## src/rtl/mux_pkg.sv

```systemverilog
// Shared definitions for the mux select sequencer: default sizes, state encoding
// and the start indices of the serial sequence.
package mux_pkg;
  localparam int DEF_WIDTH     = 8;
  localparam int DEF_SEL_W     = 3;
  localparam int LAST_IDX      = DEF_WIDTH - 1;
  localparam int SEL_MSB_START = DEF_WIDTH - 1;

  typedef enum logic {IDLE = 1'b0, SEND = 1'b1} state_t;
endpackage

```

## src/rtl/updown_sel_counter.sv

```systemverilog
// Loadable up/down select counter; wraps modulo 2^SEL_W, the caller bounds the run.
module updown_sel_counter #(
  parameter int SEL_W = 3
) (
  input  logic             clk,
  input  logic             rst,
  input  logic             i_load,
  input  logic [SEL_W-1:0] i_load_val,
  input  logic             i_en,
  input  logic             i_dn,
  output logic [SEL_W-1:0] o_q
);
  logic [SEL_W-1:0] r_q;

  always_ff @(posedge clk) begin
    if (rst)         r_q <= '0;
    else if (i_load) r_q <= i_load_val;
    else if (i_en)   r_q <= i_dn ? r_q - 1'b1 : r_q + 1'b1;
  end

  assign o_q = r_q;
endmodule

```

## src/rtl/mux_sel_sequencer.sv

```systemverilog
// Holds one accepted word on word_out and walks sel across every index, one beat
// per downstream accept, with back-to-back reload on the final beat.
module mux_sel_sequencer
  import mux_pkg::*;
#(
  parameter int WIDTH = DEF_WIDTH,
  parameter int SEL_W = DEF_SEL_W
) (
  input  logic             clk,
  input  logic             rst,
  input  logic [WIDTH-1:0] in_data,
  input  logic             in_valid,
  output logic             in_ready,
  input  logic             msb_first,
  output logic [WIDTH-1:0] word_out,
  output logic [SEL_W-1:0] sel,
  output logic             bit_valid,
  input  logic             out_ready,
  output logic             first_bit,
  output logic             last_bit,
  output logic             busy
);
  localparam logic [SEL_W-1:0] LastCnt  = SEL_W'(WIDTH - 1);
  localparam logic [SEL_W-1:0] MsbStart = SEL_W'(WIDTH - 1);

  state_t           r_state, w_state_nxt;
  logic [WIDTH-1:0] r_word;
  logic [SEL_W-1:0] r_cnt;
  logic             r_msb;
  logic             w_send, w_last, w_load, w_beat, w_step;

  assign w_send = (r_state == SEND);
  assign w_last = w_send && (r_cnt == LastCnt);
  assign w_beat = w_send && out_ready;
  assign w_step = w_beat && !w_last;
  assign w_load = in_valid && in_ready;

  // in_ready follows out_ready combinationally on the last beat so the next word
  // can be taken in the same cycle the final bit leaves.
  always_comb begin
    in_ready    = 1'b0;
    w_state_nxt = r_state;
    case (r_state)
      IDLE: begin
        in_ready = 1'b1;
        if (in_valid) w_state_nxt = SEND;
      end
      SEND: begin
        if (w_last) begin
          in_ready = out_ready;
          if (out_ready && !in_valid) w_state_nxt = IDLE;
        end
      end
      default: w_state_nxt = IDLE;
    endcase
  end

  always_ff @(posedge clk) begin
    if (rst) begin
      r_state <= IDLE;
      r_word  <= '0;
      r_cnt   <= '0;
      r_msb   <= 1'b0;
    end else begin
      r_state <= w_state_nxt;
      if (w_load) begin
        r_word <= in_data;
        r_msb  <= msb_first;
        r_cnt  <= '0;
      end else if (w_step) begin
        r_cnt  <= r_cnt + 1'b1;
      end
    end
  end

  updown_sel_counter #(.SEL_W(SEL_W)) u_sel (
    .clk        (clk),
    .rst        (rst),
    .i_load     (w_load),
    .i_load_val (msb_first ? MsbStart : '0),
    .i_en       (w_step),
    .i_dn       (r_msb),
    .o_q        (sel)
  );

  assign word_out  = r_word;
  assign bit_valid = w_send;
  assign busy      = w_send;
  assign first_bit = w_send && (r_cnt == '0);
  assign last_bit  = w_last;
endmodule

```

## config.mk

```make
export PLATFORM = sky130hd
export DESIGN_NAME = mux_sel_sequencer
export DESIGN_NICKNAME = d
export VERILOG_FILES = /design/src/rtl/mux_pkg.sv /design/src/rtl/updown_sel_counter.sv /design/src/rtl/mux_sel_sequencer.sv
export SDC_FILE = /design/constraint.sdc
export NUM_CORES = 1
export LEC_CHECK = 0
export CORE_MARGIN = 3
export CORE_UTILIZATION = 45
export CTS_BUF_LIST = sky130_fd_sc_hd__clkbuf_8 sky130_fd_sc_hd__clkbuf_16
export DETAILED_ROUTE_END_ITERATION = 8
export GPL_TIMING_DRIVEN = 0
export PLACE_DENSITY = 0.91
export SYNTH_ARGS = -nofsm -noshare
export SYNTH_HDL_FRONTEND = slang
export SYNTH_SLANG_ARGS = --single-unit
export TNS_END_PERCENT = 30
```

## constraint.sdc

```tcl
create_clock -name clk -period 3.3 [get_ports clk]
set_clock_uncertainty 0.1 [all_clocks]
set_input_delay 0.99 -clock clk [delete_from_list [all_inputs] [get_ports clk]]
set_output_delay 0.99 -clock clk [all_outputs]
set_load 0.03 [all_outputs]
```

==> metrics.txt <==
Unique masters post-synth 29; critical path's most frequent cell ha_1; post-DR vias/cell 5.50; nets 139; die width 47.3 µm; Max-slew headroom 70.9%; fraction of layout cells with a size suffix above 1 12.4%; Top delay family on crit path buffers and inverters; CTS Root Cell clkbuf_8; endpoints failing setup 0; worst skew pair latency 0.25 ns; Area Growth Syn to Fin 47.2%; vias 753; TritonCTS buffer count 3; LEAKAGE 0.464 nW; post-synth top area share 41.7%; dpl hpwl 1.29 mm; vias in the first global route 715; Max FO, Critical Path 5; first-pass GRT wire length 2.94 mm; count of non-filler cells in the finished layout 137; initial core utilization 49.3%; YS warnings 0; fmax 343 MHz; Clock transition at path regs 0.06 ns; drt pass-1 iters 4; Critical Path Max Stage Delay 0.65 ns; core area 1560 µm²; WL/cell 12.6 µm; DIE AREA 2240 µm²; worst path required time 2.21 ns; status completed; top-count cell post-synth dfxtp_1; Reg2Reg Depth 5; H-tree levels 1; initial DRC count 6; synthesized netlist cell count 88; FP Rows 14; power per cell area 442 nW/µm²; CP max-delay cell clkdlybuf4s50_1; Seq cells post-synth 16; initial antenna violation count 0; CTS tree yes; Post-synth ARST share 0%; sink count of the clock tree 16; Tot GR Track Use 19.5%; MaxCap Viol Count 0; Cell Area, Synth 768 µm²; antenna cells 0; largest net degree at the start of global routing 11; Mapped Nets 105; chip height 47.3 µm; Post-synth EDFFs 0; hold path cells 2; final count of hold timing violations 0; minimum clock period 2.92 ns; top post-synthesis cells by area dfxtp_1 42%, a21oi_1 7.2%, nand3_1 5.9%; Peak supply drop 278 µV; Synth area leader dfxtp_1; DRC 0; post-route setup TNS 0 ns; Power Total 0.500 mW; hold buffer count at CTS 0; Pins Over Slew Limit 0; GP Congestion 0.785; period utilization 88.5%; worst path bufs/invs 1; DRT Wirelength 1.72 mm; Slew @ Worst Pin 0.436 ns; Arr. time, crit path 1.83 ns; Post-synth top cells 16 x dfxtp_1, 11 x a21oi_1, 9 x nand3_1; Worst Hold Class flop to flop; Mean Syn Cell Area 8.73 µm²; crit start category flop; RSZ-0062 raised after global routing no; Main synth FF type dfxtp_1; deepest clock path buffer count 2; cell count after placement 132; post-synthesis sequential area ratio 41.7%; Levels on crit path 4; Port-buffer cells 28; grt ovf 0; Worst Setup End Kind primary output; ANT nets after route 0; Setup CP Type flop to primary output; final design utilization 72.6%; Boundary Pins 29; worst path cell trace ha_1 > ha_1 > and2_2 > clkdlybuf4s50_1
power breakdown:
group | switching [mW] | internal [mW]
sequential | 0.00764 | 0.204
combinational | 0.0611 | 0.0525
clock | 0.0688 | 0.106
total | 0.138 | 0.363
cell families after synthesis:
logic type,synth area share (%)
xor gates and xnor gates,3.42
buffers and inverters,9.12
adders and majority gates,7.49
and+or+nand+nor,16.3
AOI/OAI and AO/OA,19.4
muxes,2.61
DFF,41.7
timing repair:
item                       CTS  global route
setup endpoints to repair    1             1
gates resized for setup      5             2
buffers inserted             1             0
pin swaps                    1             0
registers in the layout (all words and copies together) (netlist names):
| signal | flops |
|---|---|
| u_sel.o_q | 3 |
| r_msb | 1 |
| word_out | 8 |
| r_cnt | 3 |
| bit_valid | 1 |
metal layers:
metal | track usage, % | vias up | share of wire, %
met2 | 31.3 | 33 | 49
met3 | 6.13 | 5 | 7.8
li1 | - | 371 | -
met5 | 0 | - | 0
met1 | 22.4 | 344 | 41
met4 | 11.6 | 0 | 2.4
area by class of cell:
type / instances / area [µm²]
fillers: 122 / 428
multi-input cells: 57 / 378
well taps: 16 / 20.0
repair buffers: 29 / 288
clock buffers: 4 / 55.1
inverters: 9 / 33.8
flip-flops and latches: 16 / 320
plain buffers: 6 / 36.3
path summary, 6_finish.rpt:
check | from | end | slack (ns)
max | r_cnt[1]$_SDFFE_PP0P_ | last_bit | 0.38
min | word_out[5]$_SDFFE_PP0P_ | word_out[5]$_SDFFE_PP0P_ | 0.38
min reg2reg | word_out[5]$_SDFFE_PP0P_ | word_out[5]$_SDFFE_PP0P_ | 0.38
max reg2reg | r_cnt[0]$_SDFFE_PP0P_ | u_sel.o_q[2]$_SDFFE_PP0P_ | 1.63
cell usage in the layout (no fill, tap or decap), drive strengths merged, types with 2 or more instances in the layout:
master	n
clkdlybuf4s50	26
dfxtp	16
a21oi	11
o21ai	11
nand3	9
inv	9
clkbuf	7
buf	5
nor3	3
ha	3
nand2	2
mux2i	2
a31oi	2
xnor2	2
nor2	2
worst min-delay path, delay by kind of cell (launching register included):
family	cells	cell delay [ns]
AOI/OAI and AO/OA	2	0.13
DFF	1	0.31
metrics by stage:
stage	cell area (µm²)	hold slack, ns	setup slack (ns)
2_1_floorplan	768	0.384	0.783
3_3_place_gp	1070	0.365	-0.445
3_5_place_dp	1070	0.374	-0.473
4_1_cts	1130	0.383	0.0113
5_1_grt	1130	0.414	0.309
6_report	1130	0.383	0.381
No activity file was read; power rests on OpenSTA's default activity.
